[src/rtl/f3m_pkg.sv]
// Shared constants, trit codes and per-trit GF(3) arithmetic for the GF(3^97) datapath.
// Trits are packed two bits each, {hi,lo}: 00=0, 01=1, 10=2.
package f3m_pkg;

  localparam int M     = 97;
  localparam int WIDTH = 2 * M - 1;
  localparam int TAP   = 12;

  localparam logic [1:0] ZERO = 2'b00;
  localparam logic [1:0] ONE  = 2'b01;
  localparam logic [1:0] TWO  = 2'b10;

  typedef enum logic {
    ST_IDLE = 1'b0,
    ST_RUN  = 1'b1
  } state_e;

  function automatic logic [1:0] trit_neg(input logic [1:0] t);
    return {t[0], t[1]};
  endfunction

  // Mod-3 add/sub cell; the 2-bit code equals the trit value, so plain add-and-fold works.
  function automatic logic [1:0] trit_add(input logic [1:0] x, input logic [1:0] y);
    logic [2:0] s;
    s = {1'b0, x} + {1'b0, y};
    if (s >= 3'd3) begin
      s = s - 3'd3;
    end else begin
      s = s;
    end
    return s[1:0];
  endfunction

endpackage

[src/rtl/f3m_mult_serial_if.sv]
// Operand/result bundle of the serial GF(3^97) multiplier with its start/done handshake.
interface f3m_mult_serial_if;

  logic                    start;
  logic [f3m_pkg::WIDTH:0] A;
  logic [f3m_pkg::WIDTH:0] B;
  logic [f3m_pkg::WIDTH:0] C;
  logic                    busy;
  logic                    done;

  modport master (output start, output A, output B, input C, input busy, input done);
  modport slave  (input start, input A, input B, output C, output busy, output done);

endinterface

[src/rtl/f3m_mult_step.sv]
// One MSB-first multiply step: acc' = (acc * x mod P) + b * A, with P = x^97 + x^12 + 2.
module f3m_mult_step
  import f3m_pkg::*;
(
  input  logic [WIDTH:0] acc_i,
  input  logic [WIDTH:0] a_i,
  input  logic [1:0]     b_i,
  output logic [WIDTH:0] acc_o
);

  logic [WIDTH:0] shift_s;
  logic [WIDTH:0] ba_s;
  logic [1:0]     t_s;

  // x^97 = -x^12 - 2 = 2x^12 + 1, so the trit shifted out feeds back into trit 0 and (negated) trit TAP.
  always_comb begin
    t_s                  = acc_i[WIDTH -: 2];
    shift_s              = {acc_i[WIDTH-2:0], ZERO};
    shift_s[1:0]         = t_s;
    shift_s[2*TAP +: 2]  = trit_add(acc_i[2*TAP-2 +: 2], trit_neg(t_s));
  end

  // Scalar multiple of the multiplicand selected by the current trit of B.
  always_comb begin
    ba_s = '0;
    case (b_i)
      ZERO: ba_s = '0;
      ONE:  ba_s = a_i;
      TWO: begin
        for (int i = 0; i < M; i++) begin
          ba_s[2*i +: 2] = trit_neg(a_i[2*i +: 2]);
        end
      end
      default: ba_s = '0;
    endcase
  end

  // Carry-free trit-wise sum of the reduced shift and the scaled multiplicand.
  always_comb begin
    acc_o = '0;
    for (int i = 0; i < M; i++) begin
      acc_o[2*i +: 2] = trit_add(shift_s[2*i +: 2], ba_s[2*i +: 2]);
    end
  end

endmodule

[src/rtl/f3m_mult_serial.sv]
// Digit-serial GF(3^97) multiplier: consumes one trit of B per cycle, MSB first,
// producing C = A*B mod (x^97 + x^12 + 2) M cycles after an accepted start.
module f3m_mult_serial
  import f3m_pkg::*;
#(
  parameter int ITER_W = 7
) (
  input  logic                clk,
  input  logic                reset,
  f3m_mult_serial_if.slave    bus
);

  state_e              state_q, state_d;
  logic [ITER_W-1:0]   cnt_q, cnt_d;
  logic [WIDTH:0]      a_q, a_d;
  logic [WIDTH:0]      b_q, b_d;
  logic [WIDTH:0]      acc_q, acc_d;
  logic [WIDTH:0]      c_q, c_d;
  logic                busy_q, busy_d;
  logic                done_q, done_d;
  logic [1:0]          b_trit_s;
  logic [WIDTH:0]      step_acc_s;

  assign b_trit_s = b_q[{cnt_q, 1'b0} +: 2];

  f3m_mult_step u_step (
    .acc_i (acc_q),
    .a_i   (a_q),
    .b_i   (b_trit_s),
    .acc_o (step_acc_s)
  );

  // Handshake FSM: latch operands on start, step until the last trit, then publish C.
  always_comb begin
    state_d = state_q;
    cnt_d   = cnt_q;
    a_d     = a_q;
    b_d     = b_q;
    acc_d   = acc_q;
    c_d     = c_q;
    busy_d  = busy_q;
    done_d  = 1'b0;
    case (state_q)
      ST_IDLE: begin
        if (bus.start) begin
          a_d     = bus.A;
          b_d     = bus.B;
          acc_d   = '0;
          cnt_d   = ITER_W'(M - 1);
          busy_d  = 1'b1;
          state_d = ST_RUN;
        end else begin
          busy_d  = 1'b0;
        end
      end
      ST_RUN: begin
        acc_d = step_acc_s;
        if (cnt_q == {ITER_W{1'b0}}) begin
          c_d     = step_acc_s;
          done_d  = 1'b1;
          busy_d  = 1'b0;
          state_d = ST_IDLE;
        end else begin
          cnt_d   = cnt_q - {{(ITER_W-1){1'b0}}, 1'b1};
        end
      end
      default: begin
        busy_d  = 1'b0;
        state_d = ST_IDLE;
      end
    endcase
  end

  // State and datapath registers; reset aborts any operation without a done pulse.
  always_ff @(posedge clk) begin
    if (reset) begin
      state_q <= ST_IDLE;
      cnt_q   <= '0;
      a_q     <= '0;
      b_q     <= '0;
      acc_q   <= '0;
      c_q     <= '0;
      busy_q  <= 1'b0;
      done_q  <= 1'b0;
    end else begin
      state_q <= state_d;
      cnt_q   <= cnt_d;
      a_q     <= a_d;
      b_q     <= b_d;
      acc_q   <= acc_d;
      c_q     <= c_d;
      busy_q  <= busy_d;
      done_q  <= done_d;
    end
  end

  assign bus.C    = c_q;
  assign bus.busy = busy_q;
  assign bus.done = done_q;

endmodule

[src/flat_wrapper.sv]
// flat-port wrapper written by rule: the top's interface ports become plain ports
module f3m_mult_serial_flat import f3m_pkg::*;
#(
  parameter int ITER_W = 7
)
  (clk, reset, bus_start, bus_A, bus_B, bus_C, bus_busy, bus_done);
  f3m_mult_serial_if bus_i ();
  input  logic clk;
  input  logic reset;
  input wire logic [$bits(bus_i.start)-1:0] bus_start;
  input wire logic [$bits(bus_i.A)-1:0] bus_A;
  input wire logic [$bits(bus_i.B)-1:0] bus_B;
  output wire logic [$bits(bus_i.C)-1:0] bus_C;
  output wire logic [$bits(bus_i.busy)-1:0] bus_busy;
  output wire logic [$bits(bus_i.done)-1:0] bus_done;
  assign bus_i.start = bus_start;
  assign bus_i.A = bus_A;
  assign bus_i.B = bus_B;
  assign bus_C = bus_i.C;
  assign bus_busy = bus_i.busy;
  assign bus_done = bus_i.done;
  f3m_mult_serial #(.ITER_W(ITER_W)) u_core (.clk(clk), .reset(reset), .bus(bus_i));
endmodule
[config.mk]
export PLATFORM = sky130hd
export DESIGN_NAME = f3m_mult_serial_flat
export DESIGN_NICKNAME = d
export VERILOG_FILES = /design/src/rtl/f3m_pkg.sv /design/src/rtl/f3m_mult_serial_if.sv /design/src/rtl/f3m_mult_step.sv /design/src/rtl/f3m_mult_serial.sv /design/src/flat_wrapper.sv
export SDC_FILE = /design/constraint.sdc
export NUM_CORES = 2
export LEC_CHECK = 0
export CAP_MARGIN = 20
export CELL_PAD_IN_SITES_DETAIL_PLACEMENT = 1
export CELL_PAD_IN_SITES_GLOBAL_PLACEMENT = 1
export CORE_MARGIN = 2
export CORE_UTILIZATION = 41
export DETAILED_ROUTE_END_ITERATION = 16
export PLACE_DENSITY = 0.93
export SETUP_SLACK_MARGIN = 0.1
export SYNTH_ARGS = -nofsm -noshare
export SYNTH_HDL_FRONTEND = slang
export SYNTH_SLANG_ARGS = --single-unit
[constraint.sdc]
create_clock -name clk -period 5.3 [get_ports clk]
set_input_delay 1.06 -clock clk [delete_from_list [all_inputs] [get_ports clk]]
set_output_delay 1.06 -clock clk [all_outputs]
set_load 0.01 [all_outputs]
# Yosys cells after proc, flatten, opt, wreduce, memory -nomap -nowiden
# Index checks and enable logic that the tools add are counted.
# W data, S select, Z words.
[totals]
regBits = 786
latch_bits = 0
mem_bits_rw = 0
rom_bits = 0
in_bits = 391
out_inout_bits = 196
word_cells = 425
mem_count = 0
[classes]
addsub = 197
multipliers = 0
div_mod_pow = 0
n_lt_le_gt_ge = 98
eq_ne = 5
n_shift = 1
n_mux = 110
n_bitwise = 1
reduce_logical = 5
[op_table]
columns = ["op", "n"]
rows = [
  ["$pmux W194 S2", 2],
  ["$add A2 B2 Y3", 98],
  ["$ge A3 B2 Y1 const B", 98],
  ["$mux W2", 98],
  ["$sub A2 B2 Y2 const B", 98],
  ["$mux W194", 1],
  ["$shiftx A194 B9 Y2", 1],
  ["$mux W7", 2],
  ["$pmux W7 S2", 1],
  ["$logic_not A7 Y1", 1],
  ["$sub A7 B1 Y7 const B", 1],
  ["$ne A2 B2 Y1 const B", 3],
  ["$reduce_and A2 Y1", 3],
  ["$mux W1", 4],
  ["$pmux W1 S2", 2],
  ["$eq A2 B1 Y1 const B", 1],
  ["$eq A2 B2 Y1 const B", 1],
  ["$reduce_or A2 Y1", 1],
  ["$not A1 Y1", 1],
]

# Longest topological paths before layout
[depth]
word_depth = 7
ltp_mapped = 24
depth_no_buf = 18

# Modules after synthesis
# A second synthesis with hierarchy kept.
[unflattened]
cells_unflattened = 4788
hier_area_um2 = 39238.9
[by_module_without_submodules]
columns = ["mod", "n_inst", "cells_each", "area_per_inst_um2", "seq_area_each_um2"]
rows = [
  ["f3m_mult_serial", 1, 3589, 29251.8, 15735.1],
  ["f3m_mult_step", 1, 1199, 9987.1, 0.0],
]

# Least setup slack after synthesis
# OpenSTA, ideal clock, no wires.
[synth_timing]
path_type = "flip-flop to flip-flop"
from = "register u_core.cnt_q[1]"
to = "register u_core.acc_q[100]"
setup_ps = 128
arrival_time_ps = 4705
required_time_ps = 5172
slack_ps = 468
path_stages_with_launch = 21
path_buffers = 5
synth_period_minus_slack_ps = 4832
cell_sequence = "dfxtp_1 > buf_2 > buf_2 > mux4_2 > a221oi_1 > o21ai_0 > a221oi_1 > a211o_1 > ha_1 > clkbuf_1 > clkbuf_1 > clkbuf_1 > a22oi_1 > or2_2 > fa_1 > inv_1 > ha_1 > nor3b_1 > a21oi_1 > a21oi_1 > nor2_1"
[synth_via]
elab_chain_len = 7
word_cells_on_any_way = 9
classes_between = "2 x add/sub; 1 x order compare; 2 x eq/ne; 1 x shift; 3 x mux"
[synth_rtl]
columns = ["item", "line", "source"]
rows = [
  ["start: declaration", "f3m_mult_serial.sv:14", "logic [ITER_W-1:0] cnt_q, cnt_d;"],
  ["start signal: assignment", "f3m_mult_serial.sv:87", "cnt_q <= cnt_d;"],
  ["$shiftx A194 B9 Y2 (*)", "f3m_mult_serial.sv:24", "assign b_trit_s = b_q[{cnt_q, 1'b0} +: 2];"],
  ["$eq A2 B2 Y1 / $eq A2 B1 Y1 (equally long branches)", "f3m_mult_step.sv:26", "case (b_i)"],
  ["$pmux W194 S2 (*)", "f3m_mult_step.sv:26", ""],
  ["$add A2 B2 Y3 (*)", "f3m_pkg.sv:25", "s = {1'b0, x} + {1'b0, y};"],
  ["$ge A3 B2 Y1 / $sub A2 B2 Y2 (equally long branches)", "f3m_pkg.sv:26, f3m_pkg.sv:27", ""],
  ["$mux W2 (*)", "f3m_pkg.sv:26", "if (s >= 3'd3) begin"],
  ["$pmux W194 S2 (*)", "f3m_mult_serial.sv:43", "case (state_q)"],
  ["end signal: assignment", "f3m_mult_serial.sv:81", "acc_q <= '0;"],
  ["end signal: assignment", "f3m_mult_serial.sv:90", "acc_q <= acc_d;"],
  ["end: declaration", "f3m_mult_serial.sv:17", "logic [WIDTH:0] acc_q, acc_d;"],
]
# Mark *: on every way between the ends. The rest lies on a longest branch, timed or not.
# A chain may end at the register's enable or synchronous reset.

# Worst setup path in the final report
[layout_timing]
from = "register u_core.cnt_q[0]"
to = "register u_core.acc_q[179]"
# Same word-level chain as after synthesis.

==> impl_metrics.env <==
export IMPL_num_rows=114
export IMPL_synth_area_per_cell_um2=8.15
export IMPL_ant_nets=0
export IMPL_wl_um=150000
export IMPL_max_slew_margin_rel=0.193
export IMPL_ios=587
export IMPL_finalHoldViolations=0
export IMPL_syn_inst=4909
export IMPL_dieArea_um2=100000
export IMPL_drc_errors=0
export IMPL_design_area_um2=50800
export IMPL_clock_latency_ps=690
export IMPL_multiInputGateArea_um2=22000
export IMPL_finalMaxSlewViolations=0
export IMPL_fin_skew_ps=32.6
export IMPL_via_count=38688
export IMPL_post_route_min_period_ps=5130
export IMPL_r2r_start="u_core.cnt_q[0]$_SDFFE_PP0P_"
export IMPL_drive_above_1_share=0.0880
export IMPL_cts_sinks=786
export IMPL_rsz0062_at_grt="true"
export IMPL_yosys_warnings=0
export IMPL_initialDrtViolationCount=2713
export IMPL_via_per_inst=5.79
export IMPL_status="finished, final reports clean"
export IMPL_max_freq_mhz=195
export IMPL_path_class="reg -> reg"
export IMPL_fill_cells=11256
export IMPL_crit_required_ps=5910
export IMPL_die_x_um=316
export IMPL_dpl_hpwl_um=98600
export IMPL_whs_path_depth=2
export IMPL_cts_root_buffer="clkbuf_16"
export IMPL_irDropWorstVdd_mv=0.231
export IMPL_crit_top_cell="buf_4"
export IMPL_powerDensity_nw_per_um2=349
export IMPL_reg2reg_depth=21
export IMPL_synth_ff_type="dfxtp_1"
export IMPL_crit_cells=21
export IMPL_cpPeakStageDelay_ps=530
export IMPL_synth_seq_cells=786
export IMPL_crit_family="buffers and inverters"
export IMPL_final_nets=6012
export IMPL_cts_max_level=3
export IMPL_portBuffers=586
export IMPL_synth_edf_count=0
export IMPL_fin_crit_sh=0.968
export IMPL_grt_max_degree=213
export IMPL_wire_per_inst_um=22.5
export IMPL_grt_pass1_wl_um=231000
export IMPL_regToRegSetupSlack_ps=170
export IMPL_ys_seq_area_frac=0.393
export IMPL_min_path_type="reg -> reg"
export IMPL_hp_start="u_core.b_q[52]$_SDFFE_PP0P_"
export IMPL_worstMarginPinSlew_ps=1210
export IMPL_numCtsBuffers=90
export IMPL_cts_tree="done"
export IMPL_synth_cell_area_um2=40000
export IMPL_p_total_mw=17.7
export IMPL_dpl_cell_area_um2=47100
export IMPL_syn_num_nets=5598
export IMPL_setup_violations_final=0
export IMPL_cap_violations=0
export IMPL_cts_clk_slew_worst_paths_ps=60
export IMPL_end_kind="flip-flop"
export IMPL_p_leak_nw=19.0
export IMPL_cp_num_buf_inv=8
export IMPL_ys_types=44
export IMPL_mostFrequentLayoutCell="nand2_1"
export IMPL_grt_pass1_vias=41873
export IMPL_worstPathCellList="buf_4 > buf_4 > buf_4 > mux4_2 > mux2i_1 > o211a_1 > a211o_1 > ha_4 > buf_12 > buf_12 > a22oi_1 > nor2_1 > ha_1 > inv_1 > fa_1 > inv_1 > ha_1 > nor3b_2 > buf_4 > o211ai_1 > a21oi_1"
export IMPL_initial_core_util=0.414
export IMPL_cts_buffer_depth=3
export IMPL_critPathSlowestCell="mux4_2"
export IMPL_grt_use_total=0.290
export IMPL_cts_hold_buf=0
export IMPL_r2r_end="u_core.acc_q[179]$_SDFFE_PP0P_"
export IMPL_area_delta_synth_final_pct=27.0
export IMPL_arrival_ps=5740
export IMPL_drtPass1Iterations=6
export IMPL_grt_ovfl_total=0
export IMPL_most_common_layout_cells="nand2_1, dfxtp_1, a21oi_1"
export IMPL_cp_start_kind="flip-flop"
export IMPL_place_gp_congestion=0.876
export IMPL_crit_path_max_fanout=35
export IMPL_async_flop_share=0
export IMPL_core_um2=96700
export IMPL_worstHoldEndpoint="u_core.b_q[52]$_SDFFE_PP0P_"
export IMPL_fin_setup_tns_ps=0
export IMPL_antenna_found_initial=7
export IMPL_ff_latch_area_um2=15800
export IMPL_die_y_um=316
per-layer routing:
layer,vias up,wire (um),track usage
met3,472,8560,0.0504
li1,17623,-,-
met4,2,8850,0.177
met5,-,11,0
met2,1385,74800,0.507
met1,19206,58000,0.329
where the power goes:
| group | total [mW] | internal, mW | switching, mW | leakage [nW] |
|---|---|---|---|---|
| sequential | 6.57 | 6.27 | 0.301 | 6.40 |
| clock | 6.81 | 4.05 | 2.76 | 1.56 |
| combinational | 4.34 | 1.65 | 2.70 | 11.1 |
kinds of logic (layout without fill, tap and decap cells):
family          after synthesis  count (layout)  synth area share
compound gates             1202            1202             0.177
fa+ha+maj                   298             298             0.112
buf+inv                     656            1146            0.0643
flops                       786             786             0.393
mux                          64              64            0.0312
other cells                   0               6                 0
simple gates               1903            1903             0.223
worst max-delay path by stage:
stage	start	endpoint	slack (ps)
global route	u_core.cnt_q[0]$_SDFFE_PP0P_	u_core.acc_q[76]$_SDFFE_PP0P_	4
floorplan	u_core.cnt_q[1]$_SDFFE_PP0P_	u_core.acc_q[100]$_SDFFE_PP0P_	470
finish	u_core.cnt_q[0]$_SDFFE_PP0P_	u_core.acc_q[179]$_SDFFE_PP0P_	170
CTS	u_core.cnt_q[1]$_SDFFE_PP0P_	u_core.acc_q[148]$_SDFFE_PP0P_	150
global placement	u_core.cnt_q[0]$_SDFFE_PP0P_	u_core.bus.C[124]$_SDFFE_PP0P_	220
detailed placement	u_core.cnt_q[0]$_SDFFE_PP0P_	u_core.bus.C[126]$_SDFFE_PP0P_	-60
registers in the layout, summed over array words and instances (netlist names):
signal / cells
u_core.a_q: 194
u_core.acc_q: 194
u_core.b_q: 194
u_core.bus.C: 194
u_core.cnt_q: 7
u_core.bus.busy: 1
u_core.bus.done: 1
u_core.state_q: 1
per-stage QoR:
step                      cells  hold slack, ps  utilization  setup slack, ps
after CTS                  6665             456        0.521              152
after detailed placement   6492             447        0.487            -59.2
after floorplan            4909             433            -              468
after global routing       6681             473        0.525             4.16
final                      6681             454        0.525              170
after global placement     6492             439        0.487              219
cells in the mapped netlist (all sizes together), types with 48 or more instances:
cell type	count	area share
nand3b	98	0.018
o211ai	194	0.036
a21oi	785	0.098
fa	98	0.049
or3	99	0.015
or2	97	0.015
mux4	48	0.027
inv	292	0.027
a22oi	194	0.036
nand2	895	0.084
clkbuf	310	0.029
ha	200	0.063
nor2	406	0.038
nor3b	195	0.037
nor3	99	0.012
dfxtp	786	0.39
buf	54	0.0079
tightest hold or removal path: stages (launching register included):
cell and delay [ps]:
dfxtp_1 310, nand2_1 50, a21oi_1 50
final cells by class:
class	instances	share of cell area
diodes	6	0.000295
flip-flops and latches	786	0.310
inverters	292	0.0216
clock buffers	128	0.0517
well taps	1276	0.0314
clock inverters	40	0.0111
repair buffers	686	0.140
multi-input cells	3467	0.434
what timing repair did:
| item | 4_1_cts | 5_1_grt |
|---|---|---|
| gates cloned | 0 | 1 |
| endpoints found under the hold margin | 0 | 0 |
| pin swaps | 0 | 2 |
| setup buffers | 5 | 8 |
| setup endpoints to repair | 317 | 379 |
| gates resized for setup | 10 | 55 |
No activity file was read; power rests on OpenSTA's default activity.
